$ cat src/rtl/ctrl_pkg.sv
// Shared definitions for the multi-cycle RV32I control FSM: opcodes, states,
// datapath select encodings and the instruction class vector.
package ctrl_pkg;

    localparam int unsigned OPC_W = 5;

    localparam logic [OPC_W-1:0] OPC_LOAD     = 5'b00000;
    localparam logic [OPC_W-1:0] OPC_MISC_MEM = 5'b00011;
    localparam logic [OPC_W-1:0] OPC_OP_IMM   = 5'b00100;
    localparam logic [OPC_W-1:0] OPC_AUIPC    = 5'b00101;
    localparam logic [OPC_W-1:0] OPC_STORE    = 5'b01000;
    localparam logic [OPC_W-1:0] OPC_OP       = 5'b01100;
    localparam logic [OPC_W-1:0] OPC_LUI      = 5'b01101;
    localparam logic [OPC_W-1:0] OPC_BRANCH   = 5'b11000;
    localparam logic [OPC_W-1:0] OPC_JALR     = 5'b11001;
    localparam logic [OPC_W-1:0] OPC_JAL      = 5'b11011;

    typedef enum logic [2:0] {
        S_FETCH,
        S_DECODE,
        S_EXEC,
        S_MEM,
        S_WB,
        S_TRAP
    } state_e;

    localparam logic [1:0] PC_PLUS4 = 2'd0;
    localparam logic [1:0] PC_IMM   = 2'd1;
    localparam logic [1:0] PC_ALU   = 2'd2;

    localparam logic [1:0] A_RS1  = 2'd0;
    localparam logic [1:0] A_PC   = 2'd1;
    localparam logic [1:0] A_ZERO = 2'd2;

    localparam logic B_RS2 = 1'b0;
    localparam logic B_IMM = 1'b1;

    localparam logic [1:0] WB_ALU  = 2'd0;
    localparam logic [1:0] WB_LOAD = 2'd1;
    localparam logic [1:0] WB_PC4  = 2'd2;

    typedef struct packed {
        logic op;
        logic op_imm;
        logic lui;
        logic auipc;
        logic load;
        logic store;
        logic jal;
        logic jalr;
        logic branch;
        logic misc_mem;
    } iclass_t;

endpackage

$ cat src/rtl/ctrl_decode.sv
// Combinational instruction classifier: one-hot class, legality and rd==x0.
module ctrl_decode
    import ctrl_pkg::*;
(
    input  logic [31:0] ir,
    output iclass_t     cls,
    output logic        legal,
    output logic        rd_zero
);

    logic [OPC_W-1:0] opc;
    logic             unused_ir_hi;

    assign opc          = ir[6:2];
    assign rd_zero      = (ir[11:7] == 5'd0);
    assign unused_ir_hi = ^ir[31:12];

    always_comb begin
        cls          = '0;
        cls.op       = (opc == OPC_OP);
        cls.op_imm   = (opc == OPC_OP_IMM);
        cls.lui      = (opc == OPC_LUI);
        cls.auipc    = (opc == OPC_AUIPC);
        cls.load     = (opc == OPC_LOAD);
        cls.store    = (opc == OPC_STORE);
        cls.jal      = (opc == OPC_JAL);
        cls.jalr     = (opc == OPC_JALR);
        cls.branch   = (opc == OPC_BRANCH);
        cls.misc_mem = (opc == OPC_MISC_MEM);
    end

    // Compressed encodings (ir[1:0] != 2'b11) are not supported.
    assign legal = (ir[1:0] == 2'b11) && (|cls);

endmodule

$ cat src/rtl/multicycle_ctrl.sv
// Multi-cycle RV32I control FSM: fetch/decode/execute/memory/writeback
// sequencing, datapath selects and imem/dmem request handshakes.
module multicycle_ctrl
    import ctrl_pkg::*;
(
    input  logic        clk,
    input  logic        rst_n,
    input  logic [31:0] ir,
    input  logic        br_taken,
    input  logic        imem_ready,
    input  logic        dmem_ready,
    output logic        imem_req,
    output logic        ir_we,
    output logic        dmem_req,
    output logic        dmem_we,
    output logic        pc_we,
    output logic [1:0]  pc_src,
    output logic [1:0]  alu_a_sel,
    output logic        alu_b_sel,
    output logic        alu_add,
    output logic [1:0]  wb_sel,
    output logic        rf_we,
    output logic        retire,
    output logic        illegal
);

    state_e     state, state_next;
    iclass_t    cls;
    logic       legal, rd_zero;
    logic       illegal_q;
    logic [1:0] op_a;
    logic       op_b, op_add;

    ctrl_decode u_decode (
        .ir      (ir),
        .cls     (cls),
        .legal   (legal),
        .rd_zero (rd_zero)
    );

    always_ff @(posedge clk or negedge rst_n) begin
        if (!rst_n) begin
            state     <= S_FETCH;
            illegal_q <= 1'b0;
        end else begin
            state <= state_next;
            if (state == S_DECODE && !legal) begin
                illegal_q <= 1'b1;
            end
        end
    end

    assign illegal = illegal_q;

    // ALU operand selects per class; held from EXEC through MEM/WB.
    always_comb begin
        op_a   = A_RS1;
        op_b   = B_RS2;
        op_add = 1'b0;
        if (cls.op_imm) begin
            op_b = B_IMM;
        end else if (cls.lui) begin
            op_a   = A_ZERO;
            op_b   = B_IMM;
            op_add = 1'b1;
        end else if (cls.auipc) begin
            op_a   = A_PC;
            op_b   = B_IMM;
            op_add = 1'b1;
        end else if (cls.load || cls.store || cls.jalr) begin
            op_b   = B_IMM;
            op_add = 1'b1;
        end
    end

    always_comb begin
        state_next = state;
        imem_req   = 1'b0;
        ir_we      = 1'b0;
        dmem_req   = 1'b0;
        dmem_we    = 1'b0;
        pc_we      = 1'b0;
        pc_src     = PC_PLUS4;
        alu_a_sel  = A_RS1;
        alu_b_sel  = B_RS2;
        alu_add    = 1'b0;
        wb_sel     = WB_ALU;
        rf_we      = 1'b0;
        retire     = 1'b0;

        case (state)
            S_FETCH: begin
                imem_req = 1'b1;
                if (imem_ready) begin
                    ir_we      = 1'b1;
                    state_next = S_DECODE;
                end
            end
            S_DECODE: begin
                state_next = legal ? S_EXEC : S_TRAP;
            end
            S_EXEC: begin
                alu_a_sel = op_a;
                alu_b_sel = op_b;
                alu_add   = op_add;
                if (cls.op || cls.op_imm || cls.lui || cls.auipc) begin
                    state_next = S_WB;
                end else if (cls.load || cls.store) begin
                    state_next = S_MEM;
                end else begin
                    // Control transfers and FENCE complete here.
                    pc_we      = 1'b1;
                    retire     = 1'b1;
                    state_next = S_FETCH;
                    if (cls.jal || cls.jalr) begin
                        pc_src = cls.jal ? PC_IMM : PC_ALU;
                        rf_we  = !rd_zero;
                        wb_sel = WB_PC4;
                    end else if (cls.branch) begin
                        pc_src = br_taken ? PC_IMM : PC_PLUS4;
                    end
                end
            end
            S_MEM: begin
                alu_a_sel = op_a;
                alu_b_sel = op_b;
                alu_add   = op_add;
                dmem_req  = 1'b1;
                dmem_we   = cls.store;
                if (dmem_ready) begin
                    if (cls.store) begin
                        pc_we      = 1'b1;
                        retire     = 1'b1;
                        state_next = S_FETCH;
                    end else begin
                        state_next = S_WB;
                    end
                end
            end
            S_WB: begin
                alu_a_sel  = op_a;
                alu_b_sel  = op_b;
                alu_add    = op_add;
                wb_sel     = cls.load ? WB_LOAD : WB_ALU;
                rf_we      = !rd_zero;
                pc_we      = 1'b1;
                retire     = 1'b1;
                state_next = S_FETCH;
            end
            S_TRAP: begin
                state_next = S_TRAP;
            end
            default: begin
                state_next = S_FETCH;
            end
        endcase

        // Reset silences every request immediately, including the FETCH request.
        if (!rst_n) begin
            imem_req  = 1'b0;
            ir_we     = 1'b0;
            dmem_req  = 1'b0;
            dmem_we   = 1'b0;
            pc_we     = 1'b0;
            pc_src    = PC_PLUS4;
            alu_a_sel = A_RS1;
            alu_b_sel = B_RS2;
            alu_add   = 1'b0;
            wb_sel    = WB_ALU;
            rf_we     = 1'b0;
            retire    = 1'b0;
        end
    end

endmodule

$ cat config.mk
export PLATFORM = sky130hd
export DESIGN_NAME = multicycle_ctrl
export DESIGN_NICKNAME = d
export VERILOG_FILES = /design/src/rtl/ctrl_pkg.sv /design/src/rtl/ctrl_decode.sv /design/src/rtl/multicycle_ctrl.sv
export SDC_FILE = /design/constraint.sdc
export NUM_CORES = 1
export LEC_CHECK = 0
export CORE_ASPECT_RATIO = 0.7
export CORE_MARGIN = 2
export CORE_UTILIZATION = 36
export CTS_CLUSTER_DIAMETER = 60
export DETAILED_ROUTE_END_ITERATION = 6
export HOLD_SLACK_MARGIN = 0.02
export PLACE_DENSITY = 0.82
export SYNTH_ARGS = -nofsm -noshare
export SYNTH_HDL_FRONTEND = slang
export SYNTH_HIERARCHICAL = 1
export SYNTH_SLANG_ARGS = --single-unit
$ cat constraint.sdc
create_clock -name clk -period 4.6 [get_ports clk]
set_clock_uncertainty 0.1 [all_clocks]
set_input_delay 0.92 -clock clk [delete_from_list [all_inputs] [get_ports clk]]
set_output_delay 0.92 -clock clk [all_outputs]
set_load 0.05 [all_outputs]
==> results of run 1 <==
## stage by stage
| stage | cell area, sq um | total power (uW) |
|---|---|---|
| floorplan | 684.4 | 194.8 |
| global placement | 982.2 | 216.6 |
| detailed placement | 982.2 | 222.8 |
| CTS | 1005 | 269.4 |
| global route | 1005 | 285.3 |
| finish | 1005 | 268.3 |
## path summary, 6_finish.rpt
path,startpoint,to,slack (ns),depth (start not counted)
max in group asynchronous,rst_n,state[1]$_DFFE_PN0P_,3.21,1
worst max register to register,state[0]$_DFFE_PN0P_,state[0]$_DFFE_PN0P_,3.12,3
worst max-delay path,ir[6],wb_sel[0],0.39,6
worst min register to register,illegal$_DFFE_PN0P_,illegal$_DFFE_PN0P_,0.43,1
worst min-delay path,illegal$_DFFE_PN0P_,illegal$_DFFE_PN0P_,0.43,1
min in group asynchronous,rst_n,state[0]$_DFFE_PN0P_,0.89,1
## cell type report
type | count | area (sq um) | area share (%)
Multi-Input combinational cell | 79 | 495.5 | 49.32
Tap cell | 22 | 27.53 | 2.740
Sequential cell | 4 | 100.1 | 9.963
Inverter | 7 | 26.28 | 2.615
Timing Repair Buffer | 35 | 332.8 | 33.13
Clock buffer | 3 | 22.52 | 2.242
## power breakdown
| part | switching, uW | internal (uW) | leakage, uW | total [uW] |
|---|---|---|---|---|
| logic | 81.3 | 64.9 | 0.000317 | 146 |
| clock network | 14.9 | 29.2 | 0.0000138 | 44.1 |
| registers | 32.8 | 45.2 | 0.0000440 | 78.0 |
## routing by layer
metal | vias to the layer above | GRT usage, % | share of wire [%]
met5 | - | 0 | 0
met4 | 0 | 3.571 | 0
met3 | 0 | 2.903 | 6.3
met2 | 29 | 29.71 | 48
met1 | 374 | 22.99 | 46
li1 | 414 | - | -
## worst max-delay path, stage by stage
cell and delay, ns:
clkdlybuf4s50_1 0.50, or4_1 0.55, nor2_1 0.22, inv_1 0.07, nor2_1 0.11, clkdlybuf4s50_1 0.81
## cell usage in the layout (no fill, tap or decap), types with 2 or more instances in the layout
| cell type | count |
|---|---|
| a31oi_1 | 3 |
| or4_1 | 4 |
| inv_1 | 7 |
| nor2_1 | 16 |
| nand2_1 | 8 |
| nor3b_1 | 2 |
| or2b_1 | 2 |
| dfrtp_1 | 4 |
| a21oi_1 | 4 |
| nor3_1 | 5 |
| nor4_1 | 2 |
| o21ai_0 | 3 |
| nand2b_1 | 2 |
| buf_4 | 11 |
| nand3_1 | 2 |
| o211ai_1 | 3 |
| nor3b_2 | 2 |
| clkbuf_4 | 3 |
| and3_1 | 4 |
| and2b_2 | 2 |
| clkdlybuf4s50_1 | 23 |
## state kept, by name, indices dropped and copies added, names as in the netlist
name	flops
illegal	1
state	3
==> results.ini, run 1 <==
[clock_tree]
clk_latency_ns=0.24
clockBufferDepth=2
cts.sinks=4
cts-htree-levels=1
postCtsHoldBufs=0
cts-resized-gates=0
cts-root-buf=clkbuf_4
tritoncts=built
clkTransAtPathRegs_ns=0.04
cts-buffers-inserted=3
cts_setup_buffers=0

[routing]
firstDrtPassIters=4
wl_per_cell_um=13.07
num_vias=817
ant_nets=0
drc=0
routed_via_density=5.447
drt_iter0_drc=25
wl_um=1960

[grt]
grt_pass1_wl_um=3015
grt_pass1_vias=655
grt_max_degree=15
antenna_found_initial=0
overflow=0
track_usage_pct=17.13

[sta]
fin_crit_sh_pct=91.55
slew_headroom_pct=64.04
setup-violations-final=0
fmax_mhz=237.5
hold_ws_ns=0.4261
hold_viol=0
report.final.slew_viol_count=0
setup_slack_ns=0.3886
rsz0062_at_grt=false
min_period_ns=4.211
fin_setup_tns_ns=0
worst_pin_slew_ns=0.5348

[placed_design]
place_ws_ns=0.4236
gp_congestion=0.7974
io_buffers=32
dp_hpwl_um=1600
dp.cells=147

[synthesis]
synth_nets=133
syn_inst=96
avgSynthCellArea_sq_um=7.129
yosysWarnings=6
synthesis.area_sq_um=684.4

[critical_path]
crit_path_end_kind=output pin
worstPathRequired_ns=3.58
critPathKind=in -> out
cp.arrival_ns=3.19
cp_max_fo=7
startpoint_type=input port

[layout]
utilization_pct=55.15
layout.cells.non_filler=150
layout-drive-gt1-share_pct=17.97
fillCellCount=178
antenna_cells=0
areaGrowthSynthToFinish_pct=46.80
nets=167

[floorplanning]
die_area_sq_um=2272
coreArea_sq_um=1822
initial_core_util_pct=37.57
ios=53
die_h_um=40.48
rows=13
chipWidth_um=56.12

[status]
status=finished clean

[worst_hold_path]
hold_class=reg -> reg

[power_and_ir_drop]
p_per_area_nw_per_um2=267.1
ir_drop_mv=0.2381
power.leakage_uw=0.0003745

[job]
cap_violations=0

No activity file was read; power rests on OpenSTA's default activity.
==> run 2: changes to the inputs <==
--- a/config.mk
+++ b/config.mk
@@ -11,6 +11,7 @@
 export CTS_CLUSTER_DIAMETER = 60
 export DETAILED_ROUTE_END_ITERATION = 6
 export HOLD_SLACK_MARGIN = 0.02
+export MAX_ROUTING_LAYER = met4
 export PLACE_DENSITY = 0.82
 export SYNTH_ARGS = -nofsm -noshare
 export SYNTH_HDL_FRONTEND = slang
==> results.ini, run 2 (synthesis gave the netlist of run 1 again) <==
[status]
status=finished clean

[routing]
met1_length_um=915
ant_nets=0
firstDrtPassIters=4
top_layer=met3
num_vias=823
routed_via_density=5.487
drt_iter0_drc=23
drc=0
wl_um=1957
wl_met3_um=85
wl_met2_um=956
wl_per_cell_um=13.05

[power_and_ir_drop]
p_sw_uw=129.6
p_total_uw=268.9
clkPwrFrac_pct=16.5
power.leakage_uw=0.0003745
switching_share_pct=48.18
ir_drop_mv=0.2384
p_seq_share_pct=29.0
p_int_uw=139.3
p_per_area_nw_per_um2=267.6
comb_power_share_pct=54.5

[critical_path]
critPathTopFamily=buffers and inverters
slowest_delay_ns=0.81
rr_worst_depth=3
rrSetupSlack_ns=3.12
path_depth=6
startpoint_type=input port
r2r_end=state[0]$_DFFE_PN0P_
critPathKind=in -> out
worstPathRequired_ns=3.58
cp.arrival_ns=3.19
crit_slowest_cell=clkdlybuf4s50_1
cp_max_fo=7
cp.buffers_inverters=3
endpoint=wb_sel[0]
critPathLaunch=ir[6]
regToRegStartpoint=state[0]$_DFFE_PN0P_
crit_chain=clkdlybuf4s50_1, or4_1, nor2_1, inv_1, nor2_1, clkdlybuf4s50_1
crit_path_end_kind=output pin

[sta]
min_period_ns=4.210
setup_slack_ns=0.3898
setup-violations-final=0
worst_pin_slew_ns=0.5095
slew_headroom_pct=65.74
report.final.slew_viol_count=0
hold_viol=0
rsz0062_at_grt=false
fmax_mhz=237.5
fin_crit_sh_pct=91.53
fin_setup_tns_ns=0

[job]
cap_violations=0

[clock_tree]
cts-htree-levels=1
cts-root-buf=clkbuf_4
cts-resized-gates=0
clkTransAtPathRegs_ns=0.04
tritoncts=built
clockBufferDepth=2
postCtsHoldBufs=0
cts.sinks=4
clk_latency_ns=0.24
cts-buffers-inserted=3
cts_setup_buffers=0

[placed_design]
dp_hpwl_um=1600
dp.cells=147
io_buffers=32
place_ws_ns=0.4236
gp_congestion=0.8088

[layout]
nets=167
layout-drive-gt1-share_pct=17.97
largest_register=state
areaGrowthSynthToFinish_pct=46.80
mostFrequentLayoutCell=clkdlybuf4s50_1
antenna_cells=0
largest_reg_flops=3
fillCellCount=178
layout.cells.non_filler=150
final_cell_mix=clkdlybuf4s50_1, nor2_1, buf_4

[grt]
grt_pass1_vias=656
antenna_found_initial=0
grt_max_degree=15
overflow=0
track_usage_pct=17.66
grt_pass1_wl_um=3015

[floorplanning]
coreArea_sq_um=1822
initial_core_util_pct=37.57
rows=13
ios=53
die_h_um=40.48
chipWidth_um=56.12
die_area_sq_um=2272

[worst_hold_path]
hold_class=reg -> reg

## run 2: cell counts in the layout (fill, tap and decap cells not counted)
No cell type changed its count.
## run 2: final cells by class
cell class / count / area (sq um) / area share (%)
sequential: 4 / 100.1 / 9.963
clock buffer: 3 / 22.52 / 2.242
timing repair buffer: 35 / 332.8 / 33.13
inverter: 7 / 26.28 / 2.615
multi-input combinational: 79 / 495.5 / 49.32
tap: 22 / 27.53 / 2.740
## run 2: worst register-to-register path, cell delays in order, from the launching register on
cell and delay, ns:
dfrtp_1 0.59, and2b_2 0.27, a22oi_1 0.10, o32a_1 0.31
## run 2: metrics by stage
stage	hold WS [ns]	util (%)	cell area (sq um)
finish	0.4248	55.15	1005
global route	0.4352	55.15	1005
CTS	0.4235	55.15	1005
detailed placement	0.4143	53.91	982.2
global placement	0.3712	53.91	982.2
floorplan	0.4161	-	684.4
## run 2: worst min path at each step
stage,slack [ns],depth (start not counted),start,endpoint
2_1_floorplan,0.42,2,state[2]$_DFFE_PN0P_,state[1]$_DFFE_PN0P_
3_3_place_gp,0.37,1,illegal$_DFFE_PN0P_,illegal$_DFFE_PN0P_
3_5_place_dp,0.41,1,illegal$_DFFE_PN0P_,illegal$_DFFE_PN0P_
4_1_cts,0.42,1,illegal$_DFFE_PN0P_,illegal$_DFFE_PN0P_
5_1_grt,0.44,1,illegal$_DFFE_PN0P_,illegal$_DFFE_PN0P_
6_report,0.42,1,illegal$_DFFE_PN0P_,illegal$_DFFE_PN0P_
## run 2: power groups by stage
stage	sequential (uW)	combinational, uW	clock (uW)
after CTS	77.4	146	46.5
after detailed placement	77.6	145	0
final	78.0	147	44.3
after floorplan	52.7	142	0
after global routing	80.7	156	48.3
after global placement	75.2	141	0
## run 2: routing by layer
metal  up-vias  global-route usage (%)
li1        416                       -
met3         0                   2.903
met1       382                   22.99
met4         0                   3.571
met2        25                   29.71
met5         -                       -
==> run 3: changes to the inputs <==
--- a/config.mk
+++ b/config.mk
@@ -13,6 +13,7 @@
 export HOLD_SLACK_MARGIN = 0.02
 export MAX_ROUTING_LAYER = met4
 export PLACE_DENSITY = 0.82
+export RECOVER_POWER = 50
 export SYNTH_ARGS = -nofsm -noshare
 export SYNTH_HDL_FRONTEND = slang
 export SYNTH_HIERARCHICAL = 1
==> results.ini, run 3 (synthesis gave the netlist of run 1 again) <==
[sta]
hold_viol=0
fmax_mhz=232.4
fin_crit_sh_pct=93.56
worst_pin_slew_ns=0.5950
report.final.slew_viol_count=0
fin_setup_tns_ns=0
slew_headroom_pct=60.50
setup-violations-final=0
min_period_ns=4.304
hold_ws_ns=0.4196
rsz0062_at_grt=false
setup_slack_ns=0.2961

[grt]
antenna_found_initial=0
overflow=0
grt_pass1_wl_um=3015
track_usage_pct=17.66
grt_pass1_vias=656
grt_max_degree=15

[routing]
num_vias=826
drt_iter0_drc=27
drc=0
ant_nets=0
routed_via_density=5.507
firstDrtPassIters=4
wl_per_cell_um=13.13
wl_um=1969

[floorplanning]
die_area_sq_um=2272
coreArea_sq_um=1822
chipWidth_um=56.12
die_h_um=40.48
ios=53
rows=13
initial_core_util_pct=37.57

[critical_path]
crit_slowest_cell=clkdlybuf4s50_1
rr_worst_depth=3
crit_path_end_kind=output pin
slowest_delay_ns=0.81
rrSetupSlack_ns=3.11
critPathLaunch=ir[3]
cp_max_fo=10
regToRegStartpoint=state[0]$_DFFE_PN0P_
critPathKind=in -> out
startpoint_type=input port
r2r_end=state[0]$_DFFE_PN0P_
cp.arrival_ns=3.28
worstPathRequired_ns=3.58
endpoint=dmem_we
crit_chain=dlygate4sd3_1, nor2_1, nand2_1, nor3_1, nand2_1, nor2_1, clkdlybuf4s50_1

[layout]
multi_input_area_sq_um=495.5
largest_register=state
fillCellCount=180
antenna_cells=0
largest_reg_flops=3
areaGrowthSynthToFinish_pct=46.25
regArea_sq_um=100.1
nets=167
mostFrequentLayoutCell=clkdlybuf4s50_1
final_cell_mix=clkdlybuf4s50_1, nor2_1, buf_4
layout-drive-gt1-share_pct=17.19

[power_and_ir_drop]
p_per_area_nw_per_um2=268.3
clkPwrFrac_pct=16.5
comb_power_share_pct=54.0
p_sw_uw=130.3
ir_drop_mv=0.2401
p_seq_share_pct=29.4
power.leakage_uw=0.0003721
p_int_uw=138.2
switching_share_pct=48.52

[clock_tree]
clk_latency_ns=0.24
clockBufferDepth=2
cts_setup_buffers=0
cts-root-buf=clkbuf_4
tritoncts=built
cts.sinks=4
clkTransAtPathRegs_ns=0.04
cts-htree-levels=1
cts-buffers-inserted=3
postCtsHoldBufs=0
cts-resized-gates=0

[placed_design]
gp_congestion=0.8088
place_ws_ns=0.4236
io_buffers=32
dp_hpwl_um=1600

[worst_hold_path]
hold_class=reg -> reg

[status]
status=finished clean

[job]
cap_violations=0

## run 3: metrics by stage
| stage | instances | util, % | power, uW | cell area (sq um) |
|---|---|---|---|---|
| 4_1_cts | 150 | 55.15 | 269.4 | 1005 |
| 3_5_place_dp | 147 | 53.91 | 222.8 | 982.2 |
| 5_1_grt | 150 | 54.95 | 284.1 | 1001 |
| 3_3_place_gp | 147 | 53.91 | 216.6 | 982.2 |
| 6_report | 150 | 54.95 | 268.6 | 1001 |
| 2_1_floorplan | 96 | - | 194.8 | 684.4 |
## run 3: area by class of cell
cell class                 count  area share (%)
timing repair buffer          35           32.88
inverter                       7           2.625
clock buffer                   3           2.250
sequential                     4           10.00
multi-input combinational     79           49.50
tap                           22           2.750
## run 3: critical path, delay by kind of cell
family        cells  cell delay, ns
simple gates      5            0.90
buf+inv           2            1.47
## run 3: metal layers
layer,vias to the layer above,track usage (%),share of wire (%)
met3,0,2.903,6.1
li1,417,-,-
met5,-,-,0
met1,373,22.99,46
met2,36,29.71,47
met4,0,3.571,0
## run 3: power by group through the flow
stage	clock network, uW	registers (uW)	logic (uW)
2_1_floorplan	0	52.7	142
3_3_place_gp	0	75.2	141
3_5_place_dp	0	77.6	145
4_1_cts	46.5	77.4	146
5_1_grt	48.3	80.7	155
6_report	44.4	79.0	145
## run 3: how the worst min path moves through the flow
stage,from,end,slack (ns),cells past startpoint
after floorplan,state[2]$_DFFE_PN0P_,state[1]$_DFFE_PN0P_,0.42,2
after global placement,illegal$_DFFE_PN0P_,illegal$_DFFE_PN0P_,0.37,1
after detailed placement,illegal$_DFFE_PN0P_,illegal$_DFFE_PN0P_,0.41,1
after CTS,illegal$_DFFE_PN0P_,illegal$_DFFE_PN0P_,0.42,1
after global routing,illegal$_DFFE_PN0P_,illegal$_DFFE_PN0P_,0.43,1
final,illegal$_DFFE_PN0P_,illegal$_DFFE_PN0P_,0.42,1
